$ cat config.mk
export PLATFORM = sky130hd
export DESIGN_NAME = dcache_maint_ctrl
export DESIGN_NICKNAME = d
export VERILOG_FILES = /design/src/rtl/dcache_maint_pkg.sv /design/src/rtl/dcache_maint_way_sel.sv /design/src/rtl/dcache_maint_ctrl.sv
export SDC_FILE = /design/constraint.sdc
export NUM_CORES = 1
export LEC_CHECK = 0
export ABC_AREA = 1
export BUFFER_PORTS_ARGS = -buffer_cell sky130_fd_sc_hd__buf_2
export CAP_MARGIN = 20
export CORE_UTILIZATION = 50
export DETAILED_ROUTE_END_ITERATION = 12
export GPL_TIMING_DRIVEN = 0
export PLACE_DENSITY = 0.77
export SLEW_MARGIN = 20
export SYNTH_ARGS = -nofsm -noshare
export SYNTH_HDL_FRONTEND = slang
export SYNTH_HIERARCHICAL = 1
export SYNTH_SLANG_ARGS = --single-unit
export TNS_END_PERCENT = 1
$ cat constraint.sdc
create_clock -name clk_i -period 5.15 [get_ports clk_i]
set_input_delay 0.515 -clock clk_i [delete_from_list [all_inputs] [get_ports clk_i]]
set_output_delay 0.515 -clock clk_i [all_outputs]
set_load 0.05 [all_outputs]
$ cat src/rtl/dcache_maint_pkg.sv
// Shared types for the dcache maintenance sequencer: walk modes, FSM states
// and the requester mode decode.
package dcache_maint_pkg;

  typedef enum logic [1:0] {
    MODE_WB_INV = 2'd0,
    MODE_CLEAN  = 2'd1,
    MODE_INV    = 2'd2
  } maint_mode_e;

  typedef enum logic [2:0] {
    ST_IDLE,
    ST_RD,
    ST_EVAL,
    ST_WB_REQ,
    ST_WB_WAIT,
    ST_WR,
    ST_ACK
  } maint_state_e;

  // Encoding 3 is reserved and behaves as WB_INV.
  function automatic maint_mode_e decode_mode(input logic [1:0] raw);
    case (raw)
      2'd1:    return MODE_CLEAN;
      2'd2:    return MODE_INV;
      default: return MODE_WB_INV;
    endcase
  endfunction

endpackage

$ cat src/rtl/dcache_maint_way_sel.sv
// Priority encoder over the pending-writeback mask: lowest set way wins.
module dcache_maint_way_sel
  import dcache_maint_pkg::*;
#(
  parameter int NUM_WAYS = 8,
  parameter int WAY_W    = (NUM_WAYS > 1) ? $clog2(NUM_WAYS) : 1
) (
  input  logic [NUM_WAYS-1:0] pending,
  output logic [WAY_W-1:0]    way,
  output logic                empty
);

  always_comb begin
    way = '0;
    for (int unsigned i = NUM_WAYS; i > 0; i--) begin
      if (pending[i-1]) way = WAY_W'(i - 1);
    end
  end

  assign empty = ~|pending;

endmodule

$ cat src/rtl/dcache_maint_ctrl.sv
// Dcache maintenance sequencer: arbitrates flush requests, walks every set of the
// valid/dirty SRAM, writes back dirty ways as the mode requires and acks the winners.
module dcache_maint_ctrl
  import dcache_maint_pkg::*;
#(
  parameter int NUM_REQ  = 2,
  parameter int NUM_SETS = 256,
  parameter int NUM_WAYS = 8,
  localparam int IDX_W   = $clog2(NUM_SETS),
  localparam int WAY_W   = (NUM_WAYS > 1) ? $clog2(NUM_WAYS) : 1
) (
  input  logic                 clk_i,
  input  logic                 rst_i,
  input  logic [NUM_REQ-1:0]   req_i,
  input  logic [2*NUM_REQ-1:0] req_mode_i,
  output logic [NUM_REQ-1:0]   ack_o,
  output logic                 flushing_o,
  output logic                 vld_req_o,
  input  logic                 vld_gnt_i,
  output logic                 vld_we_o,
  output logic [IDX_W-1:0]     vld_index_o,
  output logic [NUM_WAYS-1:0]  vld_wvalid_o,
  output logic [NUM_WAYS-1:0]  vld_wdirty_o,
  input  logic [NUM_WAYS-1:0]  vld_rvalid_i,
  input  logic [NUM_WAYS-1:0]  vld_rdirty_i,
  output logic                 wb_req_o,
  input  logic                 wb_gnt_i,
  output logic [WAY_W-1:0]     wb_way_o,
  input  logic                 wb_done_i
);

  maint_state_e        state_q, state_d;
  maint_mode_e         mode_q, mode_d, win_mode;
  logic [IDX_W-1:0]    index_q, index_d;
  logic [NUM_WAYS-1:0] pending_q, pending_d, valid_q, valid_d, way_bit, pend_left;
  logic [NUM_REQ-1:0]  mask_q, mask_d, snap;
  logic [WAY_W-1:0]    first_way;
  logic                pend_empty, win_found;

  dcache_maint_way_sel #(
    .NUM_WAYS (NUM_WAYS),
    .WAY_W    (WAY_W)
  ) u_way_sel (
    .pending (pending_q),
    .way     (first_way),
    .empty   (pend_empty)
  );

  assign way_bit   = NUM_WAYS'(1) << first_way;
  assign pend_left = pending_q & ~way_bit;

  // Lowest requester wins; every requester asking for the same decoded mode rides along.
  always_comb begin
    win_found = 1'b0;
    win_mode  = MODE_WB_INV;
    snap      = '0;
    for (int unsigned i = NUM_REQ; i > 0; i--) begin
      if (req_i[i-1]) begin
        win_found = 1'b1;
        win_mode  = decode_mode(req_mode_i[2*(i-1) +: 2]);
      end
    end
    for (int unsigned i = 0; i < NUM_REQ; i++) begin
      snap[i] = req_i[i] && (decode_mode(req_mode_i[2*i +: 2]) == win_mode);
    end
  end

  always_comb begin
    state_d      = state_q;
    mode_d       = mode_q;
    index_d      = index_q;
    pending_d    = pending_q;
    valid_d      = valid_q;
    mask_d       = mask_q;
    ack_o        = '0;
    vld_req_o    = 1'b0;
    vld_we_o     = 1'b0;
    vld_wvalid_o = '0;
    vld_wdirty_o = '0;
    wb_req_o     = 1'b0;
    wb_way_o     = '0;
    flushing_o   = (state_q != ST_IDLE);

    case (state_q)
      ST_IDLE: begin
        if (win_found) begin
          mode_d  = win_mode;
          mask_d  = snap;
          index_d = '0;
          state_d = ST_RD;
        end
      end
      ST_RD: begin
        vld_req_o = 1'b1;
        if (vld_gnt_i) state_d = ST_EVAL;
      end
      ST_EVAL: begin
        valid_d   = vld_rvalid_i;
        pending_d = (mode_q != MODE_INV) ? (vld_rvalid_i & vld_rdirty_i) : '0;
        state_d   = |pending_d ? ST_WB_REQ : ST_WR;
      end
      ST_WB_REQ: begin
        wb_req_o = 1'b1;
        wb_way_o = first_way;
        if (pend_empty) begin
          wb_req_o = 1'b0;
          state_d  = ST_WR;
        end else if (wb_gnt_i) begin
          // A done coincident with the grant retires the way without a wait cycle.
          if (wb_done_i) begin
            pending_d = pend_left;
            state_d   = |pend_left ? ST_WB_REQ : ST_WR;
          end else begin
            state_d = ST_WB_WAIT;
          end
        end
      end
      ST_WB_WAIT: begin
        wb_way_o = first_way;
        if (wb_done_i) begin
          pending_d = pend_left;
          state_d   = |pend_left ? ST_WB_REQ : ST_WR;
        end
      end
      ST_WR: begin
        vld_req_o    = 1'b1;
        vld_we_o     = 1'b1;
        vld_wvalid_o = (mode_q == MODE_CLEAN) ? valid_q : '0;
        if (vld_gnt_i) begin
          if (index_q == IDX_W'(NUM_SETS - 1)) state_d = ST_ACK;
          else begin
            index_d = index_q + 1'b1;
            state_d = ST_RD;
          end
        end
      end
      ST_ACK: begin
        ack_o   = mask_q;
        index_d = '0;
        state_d = ST_IDLE;
      end
      default: state_d = ST_IDLE;
    endcase
  end

  assign vld_index_o = index_q;

  always_ff @(posedge clk_i or posedge rst_i) begin
    if (rst_i) begin
      state_q   <= ST_IDLE;
      mode_q    <= MODE_WB_INV;
      index_q   <= '0;
      pending_q <= '0;
      valid_q   <= '0;
      mask_q    <= '0;
    end else begin
      state_q   <= state_d;
      mode_q    <= mode_d;
      index_q   <= index_d;
      pending_q <= pending_d;
      valid_q   <= valid_d;
      mask_q    <= mask_d;
    end
  end

endmodule
# Word level (Yosys, flattened, before mapping)
# Cells that the tools add are included.
# word_totals
register_bits	31
latchBits	0
ram_bits	0
rom_bits	0
word_cells	91
mem_count	0
# op_classes
n_addsub	1
multipliers	0
n_div	0
n_lt_le_gt_ge	0
eq_ne	23
n_shift	1
mux	42
n_bitwise	3
reduce_logical	15
# op_table
cell	n
$mux 8	9
$mux 3	19
$pmux 8 s3	2
$reduce_or 8->1	3
$pmux 3 s6	1
$and 8x8->8	2
$ne 2x2->1 const B	7
$eq 3x3->1 const B	3
$reduce_bool 3->1	3
$add 8x1->8 const B	1
$eq 8x8->1 const B	1
$not 8->8	1
$pmux 2 s2	2
$shl 1x3->8 const A	1
$eq 2x1->1 const B	3
$eq 3x2->1 const B	2
$mux 1	6
$mux 2	3
$reduce_and 5->1	1
$eq 2x2->1	2
$eq 2x2->1 const B	2
$reduce_and 4->1	1
$reduce_or 2->1	2
$eq 3x1->1 const B	1
other kinds (6)	7

# Longest topological paths before layout
# logic_depth
depth_word	17
mapped_depth	18
ltp_nobuf	18

# By module
# Netlist, hierarchy kept.
# by_module_without_submodules
mod	n_inst	cells_per_inst	area_each_um2	seq_area_each_um2
dcache_maint_ctrl	1	320	2120.8	775.7
dcache_maint_way_sel	1	21	101.3	0.0

# Worst setup path before layout
# OpenSTA, ideal clock, no wires.
# synth_path
kind	reg2out
start	register state_q[0]
end	output port vld_wvalid_o[1]
t_arrival_ns	2.371
required_time_ns	4.635
setup_slack_ns	2.264
path_stages_with_launch	8
n_path_buf	1
cell_sequence	dfrtp_1 inv_2 nor2_2 nand2_2 inv_2 buf_2 nand2_1 nor2_1
# synth_via
elab_chain_len	2
# synth_lines
item	line	text
start: declaration	dcache_maint_ctrl.sv:32	maint_state_e state_q, state_d;
start signal: assignment	dcache_maint_ctrl.sv:157	state_q <= state_d;
$eq 3x3->1	dcache_maint_ctrl.sv:84	case (state_q)
$mux 8	dcache_maint_ctrl.sv:84	
end: declaration	dcache_maint_ctrl.sv:22	output logic [NUM_WAYS-1:0] vld_wvalid_o,
# Every way passes these cells.

# Worst setup path after layout
# layout_path
start	register state_q[0]
end	output port vld_wvalid_o[3]
# Same word-level chain as after synthesis.

==> metrics.md <==
| Metric | Value |
|---|---|
| Outcome | `completed` |
| Most frequent cell after synthesis | `nand2_1` |
| Worst-margin pin slew | `0.661 ns` |
| Top-Level Pins | `60` |
| Die area | `4710 um^2` |
| Dpl ws | `3.02 ns` |
| Vias in the first global route | `2004` |
| # setup viols final | `0` |
| Core box area | `4140 um^2` |
| Synth top area share | `34.9%` |
| Maximum vdd drop | `0.000380 V` |
| Clk pin slew, worst setup/hold paths | `0.07 ns` |
| DR pass1 iterations | `4` |
| Number of DRC markers in iteration 0 | `107` |
| Residual DRC | `0` |
| Die width | `68.7 um` |
| Worst slew margin | `55.9%` |
| EDFF count, synth | `0` |
| HP Class | `in -> async` |
| PortBufs | `51` |
| Reg-to-reg slack, setup | `3.13 ns` |
| Sequential area share after synthesis | `34.9%` |
| R2r startpoint | `pending_q[6]$_DFFE_PP0P_` |
| Detail Placement HPWL | `4070 um` |
| Remaining antenna violation count | `0` |
| R2r worst-path depth | `18` |
| Period utilisation layout | `47.7%` |
| Syn Inst Count | `341` |
| Final #Nets | `434` |
| Via count of the routed design | `2253` |
| Clock Latency Late Sink | `0.29 ns` |
| ANT cells | `0` |
| CTS max path bufs | `2` |
| CTS tree | `built` |
| First-pass GRT wire length | `8310 um` |
| Post-layout minimum cycle time | `2.46 ns` |
| Yosys reg bits | `31` |
| Total Wirelength | `5120 um` |
| Postcts setup bufs | `0` |
| Setup TNS | `0 ns` |
| FFs w/ async S/R, synth | `100%` |
| Lkg Pwr | `1.48 nW` |
| Max-slew violations | `0` |
| CTS Buf Count | `5` |
| Setup Crit Path Kind | `reg -> out` |
| Via density | `4.93` |
| Starting Density | `53.6%` |
| Grt ovf | `0` |
| Crit end category | `output port` |
| Antenna violations before repair | `0` |
| Total GRT Usage | `24.0%` |
| Post-synthesis cell type count | `33` |
| Die H | `68.7 um` |
| Cell Int Power | `685 uW` |
| Synth Cell Area | `2220 um^2` |
| Main synth FF type | `dfrtp_1` |
| Layout area overhead | `19.5%` |
| Setup slack after layout | `2.69 ns` |
| Sw frac | `51.4%` |
| GPL Wtd Cong | `0.825` |
| RSZ-0062 raised after global routing | `false` |
| Psw | `724 uW` |
| Synth top cells by count | `nand2_1 (104), inv_1 (44), nor2_1 (38)` |
| Max Cap Viol | `0` |
| Root Driver | `clkbuf_8` |
| Yosys warns | `6` |
| Peak fanout along the critical path | `10` |
| Final Hold Vio Count | `0` |
| Average cell area after synthesis | `6.52 um^2` |
| Top achievable clock speed | `407 MHz` |
| Hold buffers post-CTS | `0` |
| Skew final | `0.00688 ns` |
| Largest net degree at the start of global routing | `32` |
| Cell total after placement | `449` |
| Routed WL per cell | `11.2 um` |
| Power Dens Cells | `531 nW/um^2` |
| Comb power frac | `56.0%` |
| Clock power share | `13.8%` |
| Terminus of the critical flop-to-flop path | `state_q[2]$_DFFE_PP0P_` |
| CTS Sinks | `31` |
| Crit path DAT | `1.94 ns` |
| Cts repair resizes | `0` |
| Final cell count without fillers | `457` |
| Top post-synthesis cells by area | `dfrtp_1 (35%), nand2_1 (18%), nand3_1 (7.9%)` |
| H-Tree Depth | `2` |
| Layout cells sized above 1 | `23.8%` |
| Crit start category | `register` |
| Core Rows | `23` |
| Largest area contributor in the netlist | `dfrtp_1` |
| CP required | `4.64 ns` |
| Part of the power in registers | `30.3%` |
==> power by group through the flow <==
stage	clock, mW	sequential [mW]	combinational [mW]
final	0.194	0.427	0.788
after global routing	0.207	0.441	0.893
after CTS	0.198	0.427	0.789
after detailed placement	0	0.431	0.787
after global placement	0	0.428	0.775
after floorplan	0	0.419	0.632
==> cells by family after synthesis <==
family	after synthesis	synth area share [%]
AO/OA/AOI/OAI	34	9.29
AND/OR/NAND/NOR	206	40.7
adder cells (fa/ha/maj)	1	0.563
other	1	0.169
XOR/XNOR	2	0.788
buffers and inverters	65	13.2
multiplexers	1	0.450
flip-flops	31	34.9
==> layout make-up <==
cell class                      count  area (um^2)
Buffer                             14          101
Multi-Input combinational cell    252         1180
Timing Repair Buffer               51          255
Clock buffer                        5         68.8
Sequential cell                    31          776
Clock inverter                      3         20.0
Inverter                           51          191
Tap cell                           50         62.6
Fill cell                         430         1490
==> layout by cell type (no fill, tap or decap), types with 4 or more instances in the layout <==
master,synthesis,layout
nand2_1,104,104
buf_2,3,54
inv_1,44,43
nor2_1,38,38
nand3_1,35,35
dfrtp_1,31,31
nor3_1,9,9
o21ai_0,9,9
inv_2,7,8
a31oi_1,8,8
buf_4,8,8
conb_1,1,8
a21oi_1,7,7
nand4_1,6,6
o21ai_1,5,5
clkbuf_8,0,5
nand2_2,4,4
==> worst max-delay path by stage <==
stage / from / slack [ns] / end
final: state_q[0]$_DFFE_PP0P_ / 2.69 / vld_wvalid_o[3]
after global routing: state_q[0]$_DFFE_PP0P_ / 2.50 / vld_wvalid_o[4]
after CTS: state_q[0]$_DFFE_PP0P_ / 2.71 / vld_wvalid_o[3]
after detailed placement: state_q[0]$_DFFE_PP0P_ / 3.02 / vld_wvalid_o[3]
after global placement: state_q[0]$_DFFE_PP0P_ / 3.04 / vld_wvalid_o[3]
after floorplan: state_q[0]$_DFFE_PP0P_ / 2.26 / vld_wvalid_o[1]
==> registers in the layout, summed over array words and instances (netlist names) <==
register and flops:
pending_q 8, valid_q 8, vld_index_o 8, state_q 3, mask_q 2, mode_q 2
==> critical path: stages (launching register included) <==
cell	delay (ns)
dfrtp_1	0.47
inv_2	0.08
nor2_2	0.14
nand2_2	0.15
inv_2	0.14
buf_2	0.23
nand2_1	0.08
nor2_1	0.08
buf_2	0.28
==> layer usage <==
metal	GRT usage, %	share of wire (%)	up-vias
met2	42.5	48	63
met5	0	0	-
li1	-	-	1199
met3	5.10	5.4	4
met4	8.59	0.98	0
met1	28.3	45	987
==> metrics by stage <==
step                      total power [mW]  cell area (um^2)  hold WS (ns)  utilization, %
after floorplan                       1.05              2250         0.442               -
after global placement                1.20              2570         0.455            61.9
after detailed placement              1.22              2570         0.463            61.9
after CTS                             1.41              2660         0.340            64.1
after global routing                  1.54              2660         0.386            64.1
final                                 1.41              2660         0.314            64.1
Note: power is estimated with default switching activity, not from simulation.
